<file path="config.mk">
export PLATFORM = sky130hd
export DESIGN_NAME = serial_adder_ctrl_flat
export DESIGN_NICKNAME = d
export VERILOG_FILES = /design/src/rtl/serial_adder_ctrl_if.sv /design/src/rtl/serial_adder_ctrl.sv /design/src/flat_wrapper.sv
export SDC_FILE = /design/constraint.sdc
export NUM_CORES = 1
export LEC_CHECK = 0
export CAP_MARGIN = 20
export CORE_MARGIN = 2
export CORE_UTILIZATION = 49
export CTS_CLUSTER_DIAMETER = 120
export DETAILED_ROUTE_END_ITERATION = 12
export PLACE_DENSITY = 0.81
export SETUP_SLACK_MARGIN = 0.3
export SYNTH_ARGS = -nofsm -noshare
export SYNTH_HDL_FRONTEND = slang
export SYNTH_SLANG_ARGS = --single-unit
</file>
<file path="constraint.sdc">
create_clock -name clk -period 2.5 [get_ports clk]
set_input_delay 0.375 -clock clk [delete_from_list [all_inputs] [get_ports clk]]
set_output_delay 0.375 -clock clk [all_outputs]
set_load 0.02 [all_outputs]
</file>
<file path="src/rtl/serial_adder_ctrl_if.sv">
// Handshake and result bundle for serial_adder_ctrl.
// The sub signal exists only when SERIAL_ADDER_SUB_EN is defined.
interface serial_adder_ctrl_if #(
  parameter int WIDTH = 8
) ();
  logic             start;
  logic [WIDTH-1:0] a;
  logic [WIDTH-1:0] b;
`ifdef SERIAL_ADDER_SUB_EN
  logic             sub;
`endif
  logic             busy;
  logic             done;
  logic [WIDTH-1:0] sum;
  logic             cout;

`ifdef SERIAL_ADDER_SUB_EN
  modport master (output start, a, b, sub, input busy, done, sum, cout);
  modport slave  (input start, a, b, sub, output busy, done, sum, cout);
`else
  modport master (output start, a, b, input busy, done, sum, cout);
  modport slave  (input start, a, b, output busy, done, sum, cout);
`endif
endinterface

</file>
<file path="src/rtl/serial_adder_ctrl.sv">
// Bit-serial adder, LSB first, one bit per clock through a single full adder.
// Optional subtract mode (a + ~b + 1) is enabled by macro SERIAL_ADDER_SUB_EN.
module serial_adder_ctrl #(
  parameter int WIDTH = 8
) (
  input  logic                clk,
  input  logic                rst_n,
  serial_adder_ctrl_if.slave  bus
);

  localparam int CNT_W = $clog2(WIDTH) + 1;

  typedef enum logic [1:0] {IDLE, SHIFT, DONE} state_t;

  state_t           state, state_nxt;
  logic [WIDTH-1:0] a_sh, b_sh;
  logic [WIDTH-1:0] sum_r;
  logic             cout_r;
  logic             carry;
  logic [CNT_W-1:0] cnt;
  logic             accept;
  logic             last_bit;
  logic [1:0]       fa;

  // Two half adders plus an OR; returns {carry_out, sum_bit}.
  function automatic logic [1:0] full_add(input logic x, input logic y, input logic ci);
    logic s1, c1, c2;
    s1 = x ^ y;
    c1 = x & y;
    c2 = s1 & ci;
    return {c1 | c2, s1 ^ ci};
  endfunction

  assign accept   = (state == IDLE) && bus.start;
  assign last_bit = (cnt == CNT_W'(WIDTH - 1));
  assign fa       = full_add(a_sh[0], b_sh[0], carry);

  always_ff @(posedge clk) begin
    if (!rst_n) state <= IDLE;
    else        state <= state_nxt;
  end

  always_comb begin
    state_nxt = state;
    case (state)
      IDLE:    if (bus.start) state_nxt = SHIFT;
      SHIFT:   if (last_bit)  state_nxt = DONE;
      DONE:    state_nxt = IDLE;
      default: state_nxt = IDLE;
    endcase
  end

  // Operand shift registers carry no reset: they are always reloaded on accept.
  always_ff @(posedge clk) begin
    if (accept) begin
      a_sh <= bus.a;
`ifdef SERIAL_ADDER_SUB_EN
      b_sh <= bus.sub ? ~bus.b : bus.b;
`else
      b_sh <= bus.b;
`endif
    end else if (state == SHIFT) begin
      a_sh <= a_sh >> 1;
      b_sh <= b_sh >> 1;
    end
  end

  always_ff @(posedge clk) begin
    if (!rst_n) begin
      carry  <= 1'b0;
      cnt    <= '0;
      sum_r  <= '0;
      cout_r <= 1'b0;
    end else if (accept) begin
`ifdef SERIAL_ADDER_SUB_EN
      carry <= bus.sub;
`else
      carry <= 1'b0;
`endif
      cnt <= '0;
    end else if (state == SHIFT) begin
      for (int i = 0; i < WIDTH; i++) begin
        if (cnt == CNT_W'(i)) sum_r[i] <= fa[0];
      end
      carry <= fa[1];
      cnt   <= cnt + 1'b1;
      if (last_bit) cout_r <= fa[1];
    end
  end

  assign bus.busy = (state == SHIFT);
  assign bus.done = (state == DONE);
  assign bus.sum  = sum_r;
  assign bus.cout = cout_r;

endmodule

</file>
<file path="src/flat_wrapper.sv">
// flat-port wrapper written by rule: the top's interface ports become plain ports
module serial_adder_ctrl_flat 
#(
  parameter int WIDTH = 8
)
  (clk, rst_n, bus_start, bus_a, bus_b, bus_busy, bus_done, bus_sum, bus_cout);
  serial_adder_ctrl_if #(.WIDTH(WIDTH)) bus_i ();
  input  logic clk;
  input  logic rst_n;
  input wire logic [$bits(bus_i.start)-1:0] bus_start;
  input wire logic [$bits(bus_i.a)-1:0] bus_a;
  input wire logic [$bits(bus_i.b)-1:0] bus_b;
  output wire logic [$bits(bus_i.busy)-1:0] bus_busy;
  output wire logic [$bits(bus_i.done)-1:0] bus_done;
  output wire logic [$bits(bus_i.sum)-1:0] bus_sum;
  output wire logic [$bits(bus_i.cout)-1:0] bus_cout;
  assign bus_i.start = bus_start;
  assign bus_i.a = bus_a;
  assign bus_i.b = bus_b;
  assign bus_busy = bus_i.busy;
  assign bus_done = bus_i.done;
  assign bus_sum = bus_i.sum;
  assign bus_cout = bus_i.cout;
  serial_adder_ctrl #(.WIDTH(WIDTH)) u_core (.clk(clk), .rst_n(rst_n), .bus(bus_i));
endmodule
</file>
# [After elaboration in Yosys (flattened, before gate mapping)]
# Cells that the tools add are included.
[word_totals] register_bits=32 latchBits=0 ramBits=0 rom_bits=0 input_bits=19 output_inout_bits=11 wordCells=54 mem_count=0
[classes] addsub=1 mul=0 div_mod_pow=0 n_lt_le_gt_ge=0 n_eq_ne=11 shifts=0 muxes=7 n_bitwise=7 n_reduce_logical=14
[ops] cell="$mux W8" count=4
[ops] cell="$reduce_and A3 Y1" count=8
[ops] cell="$eq A4 B3 Y1 const B" count=4
[ops] cell="$eq A4 B2 Y1 const B" count=2
[ops] cell="$add A4 B1 Y4 const B" count=1
[ops] cell="$eq A4 B1 Y1 const B" count=1
[ops] cell="$logic_not A4 Y1" count=1
[ops] cell="$mux W2" count=2
[ops] cell="$pmux W2 S2" count=1
[ops] cell="$and A1 B1 Y1" count=2
[ops] cell="$eq A2 B1 Y1 const B" count=1
[ops] cell="$eq A2 B2 Y1 const B" count=1
[ops] cell="$logic_not A2 Y1" count=1
[ops] cell="$ne A2 B1 Y1 const B" count=1
[ops] cell="$ne A2 B2 Y1 const B" count=1
[ops] cell="$not A1 Y1" count=2
[ops] cell="$reduce_and A2 Y1" count=1
[ops] cell="$reduce_bool A2 Y1" count=1
[ops] cell="$reduce_or A2 Y1" count=1
[ops] cell="$xor A1 B1 Y1" count=2
[ops] cell="$logic_and A1 B1 Y1" count=1
[ops] cell="$or A1 B1 Y1" count=1

# [Depth between registers and ports, before layout]
# Gate-level depths: netlist of the first run.
[logic_depth] ltp_word=4 depth_mapped=5 mapped_depth_nobuf=4

# [Worst setup path after synthesis of the first run]
# OpenSTA, ideal clock, no wires.
[synth_timing] path_kind="register to register" from="register u_core.state[1]" to="register u_core.a_sh[0], enable pin" setup_ps=372 arrival_ps=1355 required_ps=2128 path_slack_ps=774 stages_incl_launch_ff=5 n_path_buf=2 period_less_slack_ps=1726 path_cell_list="dfxtp_1 > or3b_1 > buf_2 > buf_6 > nand2_1"
[synth_between] elab_chain_len=3 elab_cells_between_ends=4 classes_between="1 x eq/ne; 3 x reduce/logical"
[synth_lines] element="start, declared" line_no="serial_adder_ctrl.sv:15" text="state_t state, state_nxt;"
[synth_lines] element="start signal, assigned" line_no="serial_adder_ctrl.sv:40" text="else state <= state_nxt;"
[synth_lines] element="$logic_not A2 Y1" line_no="serial_adder_ctrl.sv:34" text="assign accept = (state == IDLE) && bus.start;"
[synth_lines] element="$logic_and A1 B1 Y1" line_no="serial_adder_ctrl.sv:34"
[synth_lines] element="$reduce_bool A2 Y1 (no source line) *"
[synth_lines] element="end signal, assigned" line_no="serial_adder_ctrl.sv:56" text="a_sh <= bus.a;"
[synth_lines] element="end signal, assigned" line_no="serial_adder_ctrl.sv:63" text="a_sh <= a_sh >> 1;"
[synth_lines] element="end, declared" line_no="serial_adder_ctrl.sv:16" text="logic [WIDTH-1:0] a_sh, b_sh;"
# Every way passes the cells marked *; elsewhere a longest branch is shown, timed or not.
# A chain may end at the register's enable or synchronous reset.

# [Worst setup path after layout of the first run]
[layout_timing] from="register u_core.state[1]" to="output bus_busy"
[layout_between] elab_chain_len=1
[layout_lines] element="$eq A2 B1 Y1" line_no="serial_adder_ctrl.sv:91" text="assign bus.busy = (state == SHIFT);"
[layout_lines] element="end, declared" line_no="flat_wrapper.sv:13" text="output wire logic [$bits(bus_i.busy)-1:0] bus_busy;"
# No other way between the ends.

==> reports/results.tsv, run 1 <==
metric	value	unit
status	finished, final reports clean	
share of cells above drive strength 1	7.30	%
Overflow after GRT	0	
FFs w/ async S/R, synth	0	%
total wire length	2500	microns
die area	3330	sq um
Critical Path Fanout Max	7	
Period minus WS final	1.97	ns
Yosys top cell by area	edfxtp_1	
die width	57.7	microns
Achievable Freq	508	MHz
H-tree level count	2	
first-pass GRT wire length	4240	microns
Iteration-0 DRC Markers	49	
Post-CTS Setup Bufs	0	
Crit Path Class	flop to output pin	
Gate Count Post-Synth	143	
worst vdd ir	499	uV
Clock Pin Slew Worst Setup and Hold Paths	0.09	ns
worst skew pair latency	0.34	ns
synth top area cells	edfxtp_1 34%, dfxtp_1 23%, nand2_1 18%	
Least-Margin Pin Slew	0.857	ns
Antenna Cells	0	
Int Power	834	uW
Critical Path AT	1.59	ns
I/O pin count	30	
I/O Buffers	29	
Residual DRC	0	
Sw Ratio	24.3	%
Root Buffer	clkbuf_4	
clock network power share	31.5	%
initial core utilization	51.3	%
largest net degree at the start of global routing	17	
most used flip-flop cell after synthesis	edfxtp_1	
Num Clock Sinks	32	
final period utilization	78.7	%
Placer Congestion	0.807	
Leakage	0.764	nW
core footprint	2760	sq um
initial antenna violation count	0	
Hold Crit Class	flop to flop	
area delta synth->final	27.5	%
Die Ht	57.7	microns
DR WL/cell	12.0	microns
RSZ-0062 raised after global routing	false	
Seq/Total Area, Yosys	56.6	%
Hold Slack	0.466	ns
Rel. slew slack	42.6	%
Pre-antenna DRT Iters	4	
Fillers	240	
ANT nets after route	0	
sw power	268	uW
syn avg cell area	9.90	sq um
Cell Pwr Density	611	nW/um^2
Worst Setup Start Kind	flop	
TritonCTS buffer count	5	
vias in the first global route	983	
combinational power share	12.4	%
crit path capture type	output pin	
Setup Skew	0.00834	ns
sequential power share	56.1	%
Row Count	19	
Max Cap Viol	0	
flop2flop setup slack	1.01	ns
clk buf depth	2	
setup_tns	0	ns
final setup fails	0	
Total Nets Final	201	
GRT Util Overall	17.5	%
number of synthesized flops with an enable pin	16	
dpl hpwl	1770	microns
Final Max Tran Viols	0	
flops & latches, synth	32	
number of distinct library cells after synthesis	27	
Synth top area share	34.0	%
yosys warns	0	
Hold Fails Final Rpt	0	
CTS tree	done	
final core utilization	65.4	%
via count	1069	
synthesized area	1420	sq um
Crit path required time	2.12	ns
Synth Net Count	167	
Vias/cell	5.11	
synthesized netlist by cell type (2+ instances only):
| cell | n |
|---|---|
| a21oi_1 | 3 |
| and2_1 | 3 |
| buf_2 | 2 |
| dfxtp_1 | 16 |
| edfxtp_1 | 16 |
| ha_1 | 4 |
| inv_1 | 3 |
| mux2i_1 | 9 |
| nand2_1 | 67 |
| nor2_1 | 2 |
| o21ai_0 | 2 |
cells in the final DEF (no fill, tap or decap), types with 2 or more instances in the layout:
master	instances
dfxtp_1	16
clkdlybuf4s50_1	28
a21oi_1	3
buf_4	2
clkbuf_4	5
ha_1	4
o21ai_0	2
nand2_1	67
edfxtp_1	16
mux2i_1	9
nor2_1	2
and2_1	3
inv_1	3
layer usage:
layer,vias up,global-route usage (%),routed length (microns)
met3,5,6.70,155
met4,0,11.6,56
met2,32,28.1,1210
met5,-,0,0
met1,496,19.2,1080
li1,536,-,-
per-stage QoR:
step	total power, mW	std cells	worst slack [ns]	area (sq um)
5_1_grt	1.16	209	0.434	1800
3_5_place_dp	0.769	201	0.556	1730
3_3_place_gp	0.763	201	0.616	1730
2_1_floorplan	0.710	143	0.774	1420
6_report	1.10	209	0.532	1800
4_1_cts	1.12	209	0.523	1800
path summary, 6_finish.rpt:
check / from / to / depth (start not counted)
hold / removal: u_core.bus.sum[5]$_SDFFE_PN0P_ / u_core.bus.sum[5]$_SDFFE_PN0P_ / 2
hold reg to reg: u_core.bus.sum[5]$_SDFFE_PN0P_ / u_core.bus.sum[5]$_SDFFE_PN0P_ / 2
setup reg to reg: u_core.state[1]$_SDFFE_PN0P_ / u_core.a_sh[0]$_DFFE_PP_ / 3
setup / recovery: u_core.state[1]$_SDFFE_PN0P_ / bus_busy / 3
cells by family (layout without fill, tap and decap cells):
family / after synthesis / after routing / synth area share [%]
compound gates: 6 / 6 / 2.30
xor+xnor: 2 / 2 / 1.24
simple gates: 82 / 82 / 26.0
buf+inv: 7 / 42 / 2.56
fa+ha+maj: 5 / 5 / 4.95
mux: 9 / 9 / 6.37
flops: 32 / 32 / 56.6
layout make-up:
| cell class | count | area (sq um) | share of cell area (%) |
|---|---|---|---|
| sequential | 32 | 801 | 44.4 |
| tap | 31 | 38.8 | 2.15 |
| multi-input combinational | 104 | 578 | 32.0 |
| inverter | 3 | 11.3 | 0.624 |
| timing repair buffer | 31 | 304 | 16.9 |
| clock buffer | 7 | 66.3 | 3.68 |
| clock inverter | 1 | 5.00 | 0.277 |
state kept, by name, indices dropped and copies added, names as in the netlist:
register,count
u_core.state,2
u_core.carry,1
u_core.b_sh,8
u_core.cnt,4
u_core.bus.cout,1
u_core.a_sh,8
u_core.bus.sum,8
worst max-delay path: stages, from the launching register on:
cell and delay, ns:
dfxtp_1 0.46, nand2b_1 0.29, inv_1 0.16, dlygate4sd2_1 0.35
timing repair:
action | CTS | global route
hold buffers | 0 | 0
endpoints found under the setup margin | 1 | 0
gates resized for setup | 1 | 0
power groups by stage:
stage          clock network [mW]  logic (mW)  registers, mW
2_1_floorplan                   0      0.0807          0.629
3_3_place_gp                    0       0.134          0.629
3_5_place_dp                    0       0.138          0.631
4_1_cts                     0.364       0.138          0.619
5_1_grt                     0.386       0.152          0.624
6_report                    0.348       0.136          0.618
Power figures use the tool's default switching activity.
==> run 2, diff against run 1 <==
clock period = 1.95 ns   (was 2.5 ns; I/O delays follow)
==> run 2 against run 1 <==
- combinational power rose by 30%
- global-route usage about the same
- clock skew increased by 0.0036 ns
- power is 19% higher
- utilization down 0.50 points
- clock power hardly changed
- cell count grew 0.48%
- critical path depth decreased by 2
- first-iteration DRC count down 69%
- hold slack got worse by 0.0026 ns
- largest cell class unchanged
- largest power group unchanged
==> reports/results.tsv, run 2 (same netlist as run 1, synthesis figures left out) <==
metric	value	unit	change
Achievable Freq	642	MHz	
Critical Path AT	1.27	ns	was 1.59 ns
final period utilization	79.9	%	
Setup Skew	0.0119	ns	was 0.00834 ns
vias in the first global route	1033		was 983
crit path capture type	output pin		unchanged
pre-CTS WS	0.0976	ns	was 0.556 ns
commonest non-fill, non-tap cell in the layout	nand2_1		unchanged
Iteration-0 DRC Markers	15		was 49
Least-Margin Pin Slew	0.852	ns	was 0.857 ns
hold worst-path end	u_core.bus.sum[4]$_SDFFE_PN0P_		was u_core.bus.sum[5]$_SDFFE_PN0P_
worst skew pair latency	0.32	ns	was 0.34 ns
Cell Pwr Density	735	nW/um^2	was 611 nW/um^2
Vias/cell	4.98		was 5.11
placed insts	202		was 201
first-pass GRT wire length	4390	microns	was 4240 microns
Num Clock Sinks	32		unchanged
total chip power	1.32	mW	was 1.10 mW
final setup fails	0		unchanged
initial antenna violation count	0		unchanged
delay-heaviest family, CP	buffers and inverters		unchanged
GRT Util Overall	17.5	%	about the same
Total Nets Final	202		was 201
worst reg2reg path endpoint	u_core.a_sh[1]$_DFFE_PP_		was u_core.a_sh[0]$_DFFE_PP_
Slowest Stage Delay on Critical Path	0.60	ns	was 0.46 ns
Placer Congestion	0.839		was 0.807
Rel. slew slack	43.0	%	was 42.6%
Placement Cell Area	1740	sq um	was 1730 sq um
Crit path required time	1.66	ns	was 2.12 ns
die area	3330	sq um	unchanged
Residual DRC	0		unchanged
cts hold-fix bufs	0		unchanged
crit path cell chain	clkdlybuf4s50_1		was nand2b_1 -> inv_1 -> dlygate4sd2_1
R2R depth	3		unchanged
Root Buffer	clkbuf_4		unchanged
Critical Path Fanout Max	2		was 7
Max Cap Viol	0		unchanged
PnR worst setup slack	0.392	ns	was 0.532 ns
Period minus WS final	1.56	ns	
initial core utilization	51.3	%	unchanged
I/O pin count	30		unchanged
worst vdd ir	610	uV	was 499 uV
ANT nets after route	0		unchanged
Overflow after GRT	0		unchanged
non-filler cells, final	210		was 209
Post-CTS Setup Bufs	0		unchanged
DR WL/cell	11.9	microns	was 12.0 microns
clk buf depth	2		unchanged
status	finished, final reports clean		unchanged
Design Area, Final	1790	sq um	was 1800 sq um
commonest cells after routing, fill and taps aside	66 x nand2_1, 27 x clkdlybuf4s50_1, 16 x edfxtp_1		was 67 x nand2_1, 28 x clkdlybuf4s50_1, 16 x edfxtp_1, 16 x dfxtp_1, 9 x mux2i_1
cells resized by post-CTS repair	3		was 1
die width	57.7	microns	unchanged
Die Ht	57.7	microns	unchanged
final core utilization	64.9	%	was 65.4%
core footprint	2760	sq um	unchanged
flop2flop setup slack	0.48	ns	was 1.01 ns
cell count along the critical path	1		was 3
Hold Fails Final Rpt	0		unchanged
Leakage	0.761	nW	was 0.764 nW
crit path max-delay cell type	clkdlybuf4s50_1		was dfxtp_1
setup_tns	0	ns	unchanged
Antenna Cells	0		unchanged
RSZ-0062 raised after global routing	false		unchanged
I/O Buffers	29		unchanged
Crit Path Class	flop to output pin		unchanged
via count	1046		was 1069
share of cells above drive strength 1	9.50	%	was 7.30%
Worst Setup Start Kind	flop		unchanged
Final Max Tran Viols	0		unchanged
Hold Slack	0.464	ns	was 0.466 ns
Clock Pin Slew Worst Setup and Hold Paths	0.09	ns	about the same
CTS tree	done		unchanged
Buf/Inv on CP	1		was 2
hold path startpoint	u_core.bus.sum[4]$_SDFFE_PN0P_		was u_core.bus.sum[5]$_SDFFE_PN0P_
TritonCTS buffer count	5		unchanged
Worst R2R Start	u_core.state[1]$_SDFFE_PN0P_		unchanged
total wire length	2490	microns	was 2500 microns
area delta synth->final	26.5	%	was 27.5%
Worst Hold Depth	2		unchanged
Row Count	19		unchanged
Pre-antenna DRT Iters	4		unchanged
dpl hpwl	1820	microns	was 1770 microns
H-tree level count	2		unchanged
Hold Crit Class	flop to flop		unchanged
largest net degree at the start of global routing	17		unchanged
==> run 2: cell count changes in the layout (fill, tap and decap cells not counted), sizes merged <==
cell           change
clkdlybuf4s50      -1
clkbuf             +1
buf                +1
==> run 2: per-layer routing <==
metal | share of wire [%] | track usage, %
met1 | 43 | 20.3
met3 | 5.2 | 4.69
met4 | 1.1 | 9.63
met5 | 0 | 0
met2 | 50 | 29.4
==> run 2: tightest hold or removal path: cells and delay by family, from the launching register on <==
| kind | cells | cell delay [ns] |
|---|---|---|
| DFF | 1 | 0.32 |
| and+or+nand+nor | 1 | 0.05 |
| muxes | 1 | 0.06 |
==> run 2: how the worst max path moves through the flow <==
stage / startpoint / endpoint
floorplan: u_core.state[1]$_SDFFE_PN0P_ / u_core.a_sh[0]$_DFFE_PP_
global placement: bus_start / u_core.a_sh[7]$_SDFFCE_PN0P_
finish: u_core.bus.sum[3]$_SDFFE_PN0P_ / bus_sum[3]
CTS: u_core.state[0]$_SDFFE_PN0P_ / bus_busy
detailed placement: bus_start / u_core.a_sh[3]$_DFFE_PP_
global route: bus_start / u_core.a_sh[1]$_DFFE_PP_
==> run 2: area by class of cell <==
type	instances	area, sq um
tap	31	38.8
clock buffer	7	45.0
fill	230	967
inverter	3	11.3
timing repair buffer	32	307
sequential	32	803
multi-input combinational	104	581
clock inverter	1	5.00
==> run 2: where the power goes <==
part | internal, mW | total (mW) | switching [mW]
combinational | 0.0808 | 0.177 | 0.0961
clock | 0.140 | 0.345 | 0.205
sequential | 0.772 | 0.794 | 0.0215
total | 0.994 | 1.32 | 0.322
==> run 3, diff against run 2 <==
CORE_UTILIZATION = 45   (was 49)
PLACE_DENSITY = 0.79   (was 0.81)
clock period = 1.4 ns   (was 1.95 ns; I/O delays follow)
==> run 3 against run 2 <==
- clock power is 45% higher
- critical path type is now flop to flop
- clock skew is 0.0055 ns higher
- global-route usage is 1.3 points higher
- utilization is 0.13 points lower
- setup slack worse by 0.35 ns
- largest cell class unchanged
- largest power group unchanged
- first-iteration DRC count is 40% higher
- clock-buffer cell count stayed put
==> reports/results.tsv, run 3 (same netlist as run 1, synthesis figures left out) <==
metric	value	unit	change
status	finished, final reports clean		unchanged
Critical Path Fanout Max	9		was 2
Rel. slew slack	70.4	%	was 43.0%
CTS tree	done		unchanged
Pre-antenna DRT Iters	4		unchanged
via count	1103		was 1046
Fillers	255		was 230
Clock Pin Slew Worst Setup and Hold Paths	0.11	ns	was 0.09 ns
final core utilization	64.8	%	was 64.9%
Leakage	0.855	nW	was 0.761 nW
Overflow after GRT	0		unchanged
die width	60.1	microns	was 57.7 microns
Hold Crit Class	flop to flop		unchanged
Root Buffer	clkbuf_4		unchanged
die area	3610	sq um	was 3330 sq um
Least-Margin Pin Slew	0.443	ns	was 0.852 ns
worst vdd ir	786	uV	was 610 uV
clk buf depth	2		unchanged
first-pass GRT wire length	4950	microns	was 4390 microns
area occupied by registers	816	sq um	was 803 sq um
Setup Skew	0.0174	ns	was 0.0119 ns
non-filler cells, final	232		was 210
Iteration-0 DRC Markers	21		was 15
final setup fails	0		unchanged
Period minus WS final	1.36	ns	
Critical Path AT	1.45	ns	was 1.27 ns
TritonCTS buffer count	5		unchanged
placed insts	217		was 202
I/O pin count	30		unchanged
Most common cell on crit path	nand2_1		
Residual DRC	0		unchanged
setup_tns	0	ns	unchanged
Hold Slack	0.463	ns	was 0.464 ns
Achievable Freq	737	MHz	
core footprint	3030	sq um	was 2760 sq um
worst skew pair latency	0.34	ns	was 0.32 ns
crit path cell chain	or3b_4 -> clkbuf_16 -> nand2_1 -> nand2_1		was clkdlybuf4s50_1
area delta synth->final	38.6	%	was 26.5%
Design Area, Final	1960	sq um	was 1790 sq um
commonest non-fill, non-tap cell in the layout	nand2_1		unchanged
Antenna Cells	0		unchanged
Placement Cell Area	1800	sq um	was 1740 sq um
DR WL/cell	13.1	microns	was 11.9 microns
Total Nets Final	211		was 202
RSZ-0062 raised after global routing	true		was false
crit path max-delay cell type	or3b_4		was clkdlybuf4s50_1
Worst Setup Start Kind	flop		unchanged
Crit path required time	1.49	ns	was 1.66 ns
area of the multi-input gates	661	sq um	was 581 sq um
Final Max Tran Viols	0		unchanged
Hold Fails Final Rpt	0		unchanged
Crit Path Class	flop to flop		was flop to output pin
final period utilization	97.0	%	
I/O Buffers	29		unchanged
Buf/Inv on CP	1		unchanged
ANT nets after route	0		unchanged
GRT Util Overall	18.8	%	was 17.5%
largest net degree at the start of global routing	19		was 17
Placer Congestion	0.768		was 0.839
share of cells above drive strength 1	23.4	%	was 9.50%
commonest cells after routing, fill and taps aside	63 x nand2_1, 18 x clkdlybuf4s50_1, 16 x edfxtp_1		was 66 x nand2_1, 27 x clkdlybuf4s50_1, 16 x edfxtp_1
Row Count	20		was 19
vias in the first global route	1156		was 1033
total wire length	3040	microns	was 2490 microns
Die Ht	60.1	microns	was 57.7 microns
Num Clock Sinks	32		unchanged
Max Cap Viol	0		unchanged
initial antenna violation count	0		unchanged
delay-heaviest family, CP	simple AND/OR/NAND/NOR gates		was buffers and inverters
crit path capture type	flop		was output pin
Cell Pwr Density	990	nW/um^2	was 735 nW/um^2
initial core utilization	46.7	%	was 51.3%
Slowest Stage Delay on Critical Path	0.43	ns	was 0.60 ns
H-tree level count	2		unchanged
dpl hpwl	1920	microns	was 1820 microns
Vias/cell	4.75		was 4.98
-- run 3: changes by cell type in the layout (fill, tap and decap cells not counted), sizes merged --
cell / change
buf: +18
clkdlybuf4s50: -9
dlygate4sd2: -1
nand2: +1
-- run 3: power by group --
| part | internal (mW) | total (mW) | switching [mW] |
|---|---|---|---|
| Clock | 0.193 | 0.500 | 0.307 |
| Sequential | 1.07 | 1.10 | 0.0267 |
| Combinational | 0.168 | 0.343 | 0.175 |
| Total | 1.43 | 1.94 | 0.509 |
-- run 3: routing by layer --
| metal | GRT usage, % | part of all wire [%] | vias up |
|---|---|---|---|
| met1 | 21.4 | 41 | 505 |
| met3 | 6.06 | 5.6 | 6 |
| li1 | - | - | 558 |
| met2 | 32.6 | 52 | 34 |
| met4 | 6.98 | 1.6 | 0 |
| met5 | 0 | 0 | - |
-- run 3: through the flow --
stage / setup WS (ns) / total power, mW
finish: 0.0425 / 1.94
global route: 0.0184 / 2.04
CTS: 0.0649 / 1.92
detailed placement: -0.350 / 1.40
global placement: -0.320 / 1.39
floorplan: 0.0104 / 1.29
-- run 3: cell type report --
cell class              count  area share [%]
flip-flops and latches     32            41.6
multi-input cells         105            33.7
repair buffers             40            18.9
well taps                  44            2.81
clock buffers               7            2.30
inverters                   3           0.574
clock inverters             1           0.191
-- run 3: what timing repair did --
| item | CTS | global route |
|---|---|---|
| resized for setup | 60 | 7 |
| hold buffers | 0 | 0 |
| endpoints found under the setup margin | 59 | 50 |
| pin swaps | 2 | 0 |
| setup buffers | 4 | 1 |
| gates cloned | 1 | 1 |
-- run 3: worst reg2reg max path, stage by stage (launching register included) --
cell and delay [ns]:
dfxtp_4 0.37, or3b_4 0.43, clkbuf_16 0.18, nand2_1 0.08, nand2_1 0.06
-- run 3: path summary, 6_finish.rpt --
kind | slack (ns) | startpoint | end | cells past startpoint
setup / recovery | 0.04 | u_core.state[0]$_SDFFE_PN0P_ | u_core.a_sh[0]$_DFFE_PP_ | 4
hold / removal | 0.46 | u_core.bus.sum[0]$_SDFFE_PN0P_ | u_core.bus.sum[0]$_SDFFE_PN0P_ | 2
setup reg to reg | 0.04 | u_core.state[0]$_SDFFE_PN0P_ | u_core.a_sh[0]$_DFFE_PP_ | 4
hold reg to reg | 0.46 | u_core.bus.sum[0]$_SDFFE_PN0P_ | u_core.bus.sum[0]$_SDFFE_PN0P_ | 2
